[src/rtl/exec_pkg.sv]
// Shared types and default widths for the execute/writeback stage.
`timescale 1ns/1ps
package exec_pkg;
    localparam int DEF_DATA_W = 8;
    localparam int DEF_ADDR_W = 3;

    typedef enum logic [3:0] {
        OP_ADD = 4'd0,
        OP_SUB = 4'd1,
        OP_AND = 4'd2,
        OP_OR  = 4'd3,
        OP_XOR = 4'd4,
        OP_SHL = 4'd5,
        OP_SHR = 4'd6,
        OP_MOV = 4'd7,
        OP_MUL = 4'd8,
        OP_NOP = 4'd15
    } op_t;

    typedef enum logic {
        S_IDLE = 1'b0,
        S_MUL  = 1'b1
    } state_t;
endpackage

[src/rtl/mul_iter.sv]
// Iterative shift-add multiplier: W x W -> 2W, one partial product per cycle.
// product/done are combinational views of the step being taken this cycle,
// so the caller can capture the final product on the same edge the last
// step completes.
`timescale 1ns/1ps
module mul_iter #(
    parameter int W = 8
) (
    input  logic           clk,
    input  logic           rst_n,
    input  logic           start,
    input  logic [W-1:0]   a,
    input  logic [W-1:0]   b,
    output logic           done,
    output logic [2*W-1:0] product
);
    localparam int CW = $clog2(W);
    localparam logic [CW-1:0] LAST = CW'(W - 1);

    logic [2*W-1:0] mcand_reg;
    logic [2*W-1:0] acc_reg;
    logic [W-1:0]   mplier_reg;
    logic [CW-1:0]  step_reg;
    logic           busy_reg;
    logic [2*W-1:0] partial;

    assign partial = mplier_reg[0] ? mcand_reg : '0;
    assign product = acc_reg + partial;
    assign done    = busy_reg && (step_reg == LAST);

    // Load operands on start, then add one shifted multiplicand per cycle.
    always_ff @(posedge clk) begin
        if (!rst_n) begin
            mcand_reg  <= '0;
            acc_reg    <= '0;
            mplier_reg <= '0;
            step_reg   <= '0;
            busy_reg   <= 1'b0;
        end else if (start) begin
            mcand_reg  <= {{W{1'b0}}, a};
            acc_reg    <= '0;
            mplier_reg <= b;
            step_reg   <= '0;
            busy_reg   <= 1'b1;
        end else if (busy_reg) begin
            acc_reg    <= product;
            mcand_reg  <= mcand_reg << 1;
            mplier_reg <= mplier_reg >> 1;
            step_reg   <= step_reg + 1'b1;
            if (step_reg == LAST) begin
                busy_reg <= 1'b0;
            end
        end
    end
endmodule

[src/rtl/exec_wb_stage.sv]
// Execute + writeback stage: ALU/MUL, result forwarding, regfile write port.
`timescale 1ns/1ps
module exec_wb_stage
    import exec_pkg::*;
#(
    parameter int DATA_W = DEF_DATA_W,
    parameter int ADDR_W = DEF_ADDR_W
) (
    input  logic              clk,
    input  logic              rst_n,
    input  logic              in_valid,
    output logic              in_ready,
    input  logic [3:0]        in_op,
    input  logic [ADDR_W-1:0] in_rd,
    input  logic [ADDR_W-1:0] in_rs1,
    input  logic [ADDR_W-1:0] in_rs2,
    input  logic [DATA_W-1:0] in_a,
    input  logic [DATA_W-1:0] in_b,
    input  logic              in_use_imm,
    input  logic [DATA_W-1:0] in_imm,
    output logic              w_en,
    output logic [ADDR_W-1:0] write_addr,
    output logic [DATA_W-1:0] write_data,
    output logic              flag_z,
    output logic              flag_c
);
    localparam int CW  = $clog2(DATA_W);
    localparam int SHW = $clog2(DATA_W);
    localparam logic [CW-1:0] LAST = CW'(DATA_W - 1);

    state_t              state_reg;
    logic [CW-1:0]       cnt_reg;
    logic [ADDR_W-1:0]   mul_rd_reg;
    logic                w_en_reg;
    logic [ADDR_W-1:0]   write_addr_reg;
    logic [DATA_W-1:0]   write_data_reg;
    logic                flag_z_reg;
    logic                flag_c_reg;

    logic                accept;
    logic                is_mul;
    logic                fwd_rs1;
    logic                fwd_rs2;
    logic [DATA_W-1:0]   opa;
    logic [DATA_W-1:0]   opb;
    logic [DATA_W:0]     sum;
    logic [DATA_W:0]     diff;
    logic [DATA_W-1:0]   alu_res;
    logic                alu_c;
    logic                alu_wr;
    logic                mul_done;
    logic [2*DATA_W-1:0] mul_product;

    assign in_ready   = (state_reg == S_IDLE);
    assign accept     = in_valid && in_ready;
    assign is_mul     = (in_op == OP_MUL);
    assign w_en       = w_en_reg;
    assign write_addr = write_addr_reg;
    assign write_data = write_data_reg;
    assign flag_z     = flag_z_reg;
    assign flag_c     = flag_c_reg;

    // The regfile only commits at the end of the w_en cycle, so bypass it.
    assign fwd_rs1 = w_en_reg && (write_addr_reg != '0) && (in_rs1 == write_addr_reg);
    assign fwd_rs2 = !in_use_imm && w_en_reg && (write_addr_reg != '0) && (in_rs2 == write_addr_reg);
    assign opa     = fwd_rs1 ? write_data_reg : in_a;
    assign opb     = in_use_imm ? in_imm : (fwd_rs2 ? write_data_reg : in_b);

    assign sum  = {1'b0, opa} + {1'b0, opb};
    assign diff = {1'b0, opa} - {1'b0, opb};

    // Single-cycle ALU; MUL and NOP produce no direct write.
    always_comb begin
        alu_res = '0;
        alu_c   = 1'b0;
        alu_wr  = 1'b1;
        case (op_t'(in_op))
            OP_ADD: begin alu_res = sum[DATA_W-1:0];  alu_c = sum[DATA_W];  end
            OP_SUB: begin alu_res = diff[DATA_W-1:0]; alu_c = diff[DATA_W]; end
            OP_AND: alu_res = opa & opb;
            OP_OR:  alu_res = opa | opb;
            OP_XOR: alu_res = opa ^ opb;
            OP_SHL: alu_res = opa << opb[SHW-1:0];
            OP_SHR: alu_res = opa >> opb[SHW-1:0];
            OP_MOV: alu_res = opb;
            default: alu_wr = 1'b0;
        endcase
    end

    mul_iter #(.W(DATA_W)) u_mul (
        .clk     (clk),
        .rst_n   (rst_n),
        .start   (accept && is_mul),
        .a       (opa),
        .b       (opb),
        .done    (mul_done),
        .product (mul_product)
    );

    // Control FSM and writeback register; w_en is a one-cycle pulse.
    always_ff @(posedge clk) begin
        if (!rst_n) begin
            state_reg      <= S_IDLE;
            cnt_reg        <= '0;
            mul_rd_reg     <= '0;
            w_en_reg       <= 1'b0;
            write_addr_reg <= '0;
            write_data_reg <= '0;
            flag_z_reg     <= 1'b0;
            flag_c_reg     <= 1'b0;
        end else begin
            w_en_reg <= 1'b0;
            case (state_reg)
                S_IDLE: begin
                    if (accept) begin
                        if (is_mul) begin
                            state_reg  <= S_MUL;
                            cnt_reg    <= '0;
                            mul_rd_reg <= in_rd;
                        end else if (alu_wr && (in_rd != '0)) begin
                            w_en_reg       <= 1'b1;
                            write_addr_reg <= in_rd;
                            write_data_reg <= alu_res;
                            flag_z_reg     <= (alu_res == '0);
                            flag_c_reg     <= alu_c;
                        end
                    end
                end
                S_MUL: begin
                    cnt_reg <= cnt_reg + 1'b1;
                    if ((cnt_reg == LAST) && mul_done) begin
                        state_reg <= S_IDLE;
                        cnt_reg   <= '0;
                        if (mul_rd_reg != '0) begin
                            w_en_reg       <= 1'b1;
                            write_addr_reg <= mul_rd_reg;
                            write_data_reg <= mul_product[DATA_W-1:0];
                            flag_z_reg     <= (mul_product[DATA_W-1:0] == '0);
                            flag_c_reg     <= |mul_product[2*DATA_W-1:DATA_W];
                        end
                    end
                end
                default: state_reg <= S_IDLE;
            endcase
        end
    end
endmodule

[config.mk]
export PLATFORM = sky130hd
export DESIGN_NAME = exec_wb_stage
export DESIGN_NICKNAME = d
export VERILOG_FILES = /design/src/rtl/exec_pkg.sv /design/src/rtl/mul_iter.sv /design/src/rtl/exec_wb_stage.sv
export SDC_FILE = /design/constraint.sdc
export NUM_CORES = 1
export LEC_CHECK = 0
export CELL_PAD_IN_SITES_DETAIL_PLACEMENT = 0
export CELL_PAD_IN_SITES_GLOBAL_PLACEMENT = 1
export CORE_ASPECT_RATIO = 0.9
export CORE_UTILIZATION = 35
export CTS_CLUSTER_SIZE = 24
export DETAILED_ROUTE_END_ITERATION = 8
export PLACE_DENSITY = 0.65
export SLEW_MARGIN = 10
export SYNTH_ARGS = -nofsm -noshare
export SYNTH_HDL_FRONTEND = slang
export SYNTH_SLANG_ARGS = --single-unit
export TNS_END_PERCENT = 5
[constraint.sdc]
create_clock -name clk -period 6.6 [get_ports clk]
set_input_delay 1.32 -clock clk [delete_from_list [all_inputs] [get_ports clk]]
set_output_delay 1.32 -clock clk [all_outputs]
set_load 0.05 [all_outputs]
# After elaboration in Yosys (flattened, before gate mapping)
# Index checks and enable logic that the tools add are counted.
op_classes:
  add_sub_neg: 5
  eq_ne: 18
  shift: 2
  n_mux: 52
  bitwise: 5
  n_reduce_logical: 24
op_table:
  columns: ["op", "count"]
  rows:
  - ["$mux W8", 12]
  - ["$pmux W8 S8", 1]
  - ["$mux W3", 8]
  - ["$mux W1", 22]
  - ["$add A16 B16 Y16", 1]
  - ["$eq A4 B3 Y1 const B", 4]
  - ["$logic_not A8 Y1", 2]
  - ["$mux W16", 1]
  - ["$pmux W8 S2", 1]
  - ["$reduce_or A8 Y1", 2]
  - ["$pmux W3 S2", 2]
  - ["$logic_and A1 B1 Y1", 10]
  - ["$ne A2 B1 Y1 const B", 5]
  - ["$pmux W1 S2", 5]
  - ["$add A8 B8 Y9", 1]
  - ["$reduce_bool A3 Y1", 3]
  - ["$sub A8 B8 Y9", 1]
  - ["$and A8 B8 Y8", 1]
  - ["$eq A4 B2 Y1 const B", 2]
  - ["$or A8 B8 Y8", 1]
  - ["$shl A8 B3 Y8", 1]
  - ["$shr A8 B3 Y8", 1]
  - ["$xor A8 B8 Y8", 1]
  - ["$add A3 B1 Y3 const B", 2]
  - ["other kinds (13)", 16]
word_totals:
  register_bits: 65
  out_inout_bits: 15

# Depth between registers and ports, before layout
logic_depth:
  ltp_word: 13
  mapped_depth: 19
  depth_no_buf: 18

# Cells and area by module
# A second synthesis with hierarchy kept.
unflattened:
  cells_unflattened: 802
  area_unflattened_um2: 6137.1
modules_own_cells:
  columns: ["mod", "n_inst", "cells_each", "area_each_um2", "seq_area_each_um2"]
  rows:
  - ["exec_wb_stage", 1, 465, 3323.2, 420.4]
  - ["mul_iter", 1, 337, 2813.9, 880.8]

# Worst setup path before layout
# OpenSTA, ideal clock, no wires.
synth_path:
  path_type: "input-to-reg"
  start: "in in_rs1[0]"
  end: "reg flag_z_reg, in the netlist flag_z"
  arrival_ns: 5.226
  required_time_ns: 6.531
  setup_slack_ns: 1.305
  stages: 16
  path_buffers: 0
  path_cell_list: "or3b_2 -> a211o_1 -> a21oi_4 -> mux2i_1 -> inv_1 -> ha_1 -> o21bai_1 -> a21oi_1 -> o21ai_0 -> a21oi_1 -> xnor2_1 -> o22ai_1 -> a2111oi_0 -> o211ai_1 -> or4_1 -> o21ai_1"
synth_between:
  elab_chain_len: 10
synth_rtl:
  columns: ["element", "line_no", "source"]
  rows:
  - ["start, declared", "exec_wb_stage.sv:15", "input logic [ADDR_W-1:0] in_rs1,"]
  - ["$eq A3 B3 Y1 *", "exec_wb_stage.sv:64", "assign fwd_rs1 = w_en_reg && (write_addr_reg != '0) && (in_rs1 == write_addr_reg);"]
  - ["$logic_and A1 B1 Y1 *", "exec_wb_stage.sv:64", null]
  - ["$mux W8 *", "exec_wb_stage.sv:66", "assign opa = fwd_rs1 ? write_data_reg : in_a;"]
  - ["$sub A8 B8 Y9 (tied with other cells)", "exec_wb_stage.sv:70", "assign diff = {1'b0, opa} - {1'b0, opb};"]
  - ["$pmux W8 S8 *", "exec_wb_stage.sv:77", "case (op_t'(in_op))"]
  - ["$logic_not A8 Y1 *", "exec_wb_stage.sv:124", "flag_z_reg <= (alu_res == '0);"]
  - ["$mux W1 *", "exec_wb_stage.sv:120", "end else if (alu_wr && (in_rd != '0)) begin"]
  - ["$mux W1 *", "exec_wb_stage.sv:116", "if (is_mul) begin"]
  - ["$mux W1 *", "exec_wb_stage.sv:115", "if (accept) begin"]
  - ["$pmux W1 S2 *", "exec_wb_stage.sv:113", "case (state_reg)"]
  - ["end signal, assigned", "exec_wb_stage.sv:124", null]
  - ["end signal, assigned", "exec_wb_stage.sv:138", "flag_z_reg <= (mul_product[DATA_W-1:0] == '0);"]
  - ["end, declared", "exec_wb_stage.sv:37", "logic flag_z_reg;"]
# Every way passes the cells marked *; elsewhere a longest branch is shown, timed or not. The select of a mux whose other input is x is not followed.
# A chain may end at the register's enable or synchronous reset.

# Worst setup path in the final report
layout_path:
  start: "in in_rs2[1]"
  end: "reg flag_z_reg, in the netlist flag_z"
layout_between:
  elab_chain_len: 11
layout_rtl:
  columns: ["element", "line_no", "source"]
  rows:
  - ["start, declared", "exec_wb_stage.sv:16", "input logic [ADDR_W-1:0] in_rs2,"]
  - ["$eq A3 B3 Y1 *", "exec_wb_stage.sv:65", "assign fwd_rs2 = !in_use_imm && w_en_reg && (write_addr_reg != '0) && (in_rs2 == write_addr_reg);"]
  - ["$logic_and A1 B1 Y1 *", "exec_wb_stage.sv:65", null]
  - ["$mux W8 * (2 in a row)", "exec_wb_stage.sv:67", "assign opb = in_use_imm ? in_imm : (fwd_rs2 ? write_data_reg : in_b);"]
  - ["$sub A8 B8 Y9 (tied with other cells)", "exec_wb_stage.sv:70", null]
  - ["$pmux W8 S8 *", "exec_wb_stage.sv:77", null]
  - ["$logic_not A8 Y1 *", "exec_wb_stage.sv:124", null]
  - ["$mux W1 *", "exec_wb_stage.sv:120", null]
  - ["$mux W1 *", "exec_wb_stage.sv:116", null]
  - ["$mux W1 *", "exec_wb_stage.sv:115", null]
  - ["$pmux W1 S2 *", "exec_wb_stage.sv:113", null]
# Marked as above.

==> impl_metrics.py <==
metrics = {
    "worst_setup_path": {
        "worstPathArrival_ps": 6430,
        "cp_max_fo": 7,
        "crit_family": "compound AO/OA/AOI/OAI gates",
        "cp.required_ps": 6870,
        "start_kind": "input port",
        "cp-end-kind": "flip-flop",
        "critPathBufInv": 1,
        "path_cells": "clkdlybuf4s50_1, or3b_4, a2111oi_4, nor2_2, mux2i_1, o21ai_0, ha_1, a21oi_1, o21ai_0, a21oi_1, xnor2_1, o22ai_1, a2111oi_0, o211ai_1, or4_1, o21ai_1",
        "slowest_stage": "a2111oi_0",
        "critPathKind": "input port to flip-flop",
        "slowest_delay_ps": 720,
    },
    "placement": {
        "io_buffers": 55,
        "dp_hpwl_um": 14900,
        "pre_cts_slack_ps": 247,
        "gp_congestion": 0.920,
    },
    "cts": {
        "clkLatencyLatePin_ps": 340,
        "htree_levels": 3,
        "clockRootBuffer": "clkbuf_16",
        "clkTransAtPathRegs_ps": 60,
        "cts_setup_buffers": 0,
        "cts_resized": 0,
        "cts_sinks": 65,
        "cts_buffer_depth": 2,
        "cts_tree": "yes",
        "cts_inserted_buffers": 9,
        "cts_hold_buf": 0,
    },
    "worst_hold_path": {
        "min_path_type": "flip-flop to flip-flop",
    },
    "sta": {
        "rsz0062_at_grt": "no",
        "finalCritPeriodShare_pct": 93.3,
        "drv_slew": 0,
        "setup_tns_ps": 0,
        "finClkSkew_ps": 10.7,
        "hold_viol_final": 0,
        "fmax_mhz": 162,
        "final.setup.worst_slack_ps": 439,
        "tightest_slew_ps": 1110,
        "setup_viol": 0,
        "min_period_ps": 6160,
        "relSlewSlack_pct": 25.0,
    },
    "global_routing": {
        "antenna_found_initial": 0,
        "grt_pass1_wl_um": 30500,
        "grt_pass1_vias": 5264,
        "grt_max_degree": 41,
        "grt_remaining_overflow": 0,
        "grtUsageTotal_pct": 24.8,
    },
    "detailed_routing": {
        "via_per_inst": 5.74,
        "wire_per_inst_um": 20.4,
        "drt-initial-drc-count": 541,
        "wl_um": 19600,
        "num_vias": 5525,
        "dr.pass1.iters": 5,
        "drc": 0,
        "ant_nets": 0,
    },
    "yosys": {
        "ys_seq_area_share_pct": 23.4,
        "synth_cells": 703,
        "synthArstFlopShare_pct": 0,
        "syn_avg_cell_area_um2": 7.90,
        "synth_edf_count": 0,
        "synth.yosys.warnings": 0,
        "ys_types": 77,
        "syn-cell-area_um2": 5550,
        "synth_seq_cells": 65,
        "synth_nets": 791,
        "ys.flop_type": "dfxtp_1",
    },
    "finish": {
        "nets": 843,
        "n_antenna_cell": 0,
        "areaGrowthSynthToFinish_pct": 20.9,
        "drive_gt1_share_pct": 6.97,
    },
    "die": {
        "die_w_um": 135,
        "die_h_um": 121,
        "io_pins": 56,
        "start_util_pct": 36.0,
        "die-area_um2": 16400,
        "core-area_um2": 15400,
        "row_count": 43,
    },
    "power_and_ir_drop": {
        "powerDensity_nw_per_um2": 186,
        "p_leak_nw": 2.78,
        "irDropWorstVdd_uv": 122,
    },
    "outcome": {
        "status": "completed",
    },
    "flow_run": {
        "cap_viol_max_count": 0,
    },
}
==> layout make-up <==
cell class	count	area, um^2
Tap cell	202	253
Timing Repair Buffer	75	701
Inverter	40	155
Clock inverter	6	115
Multi-Input combinational cell	564	3950
Fill cell	1564	8730
Sequential cell	65	1300
Clock buffer	10	239
==> path summary, 6_finish.rpt <==
path,cells after the start,end,start,slack (ps)
min,2,mul_rd_reg[1]$_SDFFE_PN0P_,mul_rd_reg[1]$_SDFFE_PN0P_,490
max reg2reg,15,flag_z$_SDFFE_PN0P_,write_addr[2]$_SDFFE_PN0P_,1420
min reg2reg,2,mul_rd_reg[1]$_SDFFE_PN0P_,mul_rd_reg[1]$_SDFFE_PN0P_,490
max,16,flag_z$_SDFFE_PN0P_,in_rs2[1],440
==> cells in the mapped netlist (4+ instances only) <==
master / number / area share, %
and3_1: 9 / 1.0
mux2i_1: 63 / 11
inv_1: 37 / 2.5
a21boi_0: 10 / 1.4
o211ai_1: 4 / 0.54
o211a_1: 12 / 2.2
mux2_2: 4 / 0.81
nand2_1: 79 / 5.3
nor3b_1: 4 / 0.54
o22ai_1: 6 / 0.68
nor3_1: 14 / 1.3
or4_1: 5 / 0.68
o21bai_1: 5 / 0.68
nand3_1: 14 / 1.3
buf_1: 4 / 0.27
a31oi_1: 7 / 0.79
nor4_1: 5 / 0.56
and2_1: 18 / 2.0
ha_1: 44 / 9.9
o221ai_1: 6 / 0.95
xor2_1: 6 / 0.95
nor2_1: 66 / 4.5
a221oi_1: 7 / 1.1
a21oi_1: 34 / 3.1
a21o_1: 6 / 0.81
o21ai_0: 37 / 3.3
a211oi_1: 9 / 1.2
clkbuf_1: 25 / 1.7
nand2b_1: 4 / 0.45
dfxtp_1: 65 / 23
nor2b_1: 14 / 1.6
xnor2_1: 13 / 2.1
==> layout by cell type (no fill, tap or decap), types with 6 or more instances in the layout <==
cell type	count
a211oi_1	9
a21boi_0	10
a21o_1	6
a21oi_1	34
a221oi_1	7
a31oi_1	7
and2_1	18
and3_1	9
buf_4	20
clkbuf_16	9
clkdlybuf4s50_1	55
dfxtp_1	64
ha_1	44
inv_1	37
mux2i_1	63
nand2_1	79
nand3_1	14
nor2_1	66
nor2b_1	14
nor3_1	14
o211a_1	12
o21ai_0	37
o221ai_1	6
o22ai_1	6
xnor2_1	13
xor2_1	6
==> cells by family (layout without fill, tap and decap cells) <==
kind of cell | after synthesis | in the layout | synth area share, %
multiplexers | 67 | 67 | 12.2
XOR/XNOR | 19 | 19 | 3.00
AND/OR/NAND/NOR | 247 | 247 | 21.3
adder cells (fa/ha/maj) | 47 | 47 | 11.0
flip-flops | 65 | 65 | 23.4
buffers and inverters | 74 | 131 | 5.50
AO/OA/AOI/OAI | 184 | 184 | 23.6
==> through the flow <==
stage          power, W  instances  hold slack (ps)  instance area, um^2  util [%]
3_3_place_gp   0.000684        946              471                 6360      41.2
3_5_place_dp   0.000684        946              484                 6360      41.2
4_1_cts         0.00126        962              491                 6710      43.5
2_1_floorplan  0.000583        703              456                 5550         -
5_1_grt         0.00130        962              519                 6710      43.5
6_report        0.00125        962              488                 6710      43.5
==> worst register-to-register path: cells and delay by family (launching register included) <==
kind / cells / cell delay, ps
flops: 1 / 460
xor+xnor: 1 / 160
compound gates: 9 / 2760
fa+ha+maj: 1 / 410
mux: 1 / 160
simple gates: 3 / 1170
==> layer usage <==
metal | share of wire (%) | wire length, um | up-vias | GRT usage, %
li1 | - | - | 2645 | -
met1 | 51 | 9990 | 2650 | 36.4
met2 | 41 | 8020 | 200 | 36.0
met3 | 6.1 | 1190 | 30 | 4.97
met4 | 1.9 | 381 | 0 | 6.81
met5 | 0 | 0 | - | 0
==> where the power goes <==
| group | leakage, nW | internal, W | switching [W] |
|---|---|---|---|
| Clock | 0.169 | 0.000381 | 0.000187 |
| Combinational | 2.08 | 0.000105 | 0.000165 |
| Sequential | 0.526 | 0.000400 | 0.0000109 |
| Total | 2.78 | 0.000886 | 0.000364 |
Power figures use the tool's default switching activity.
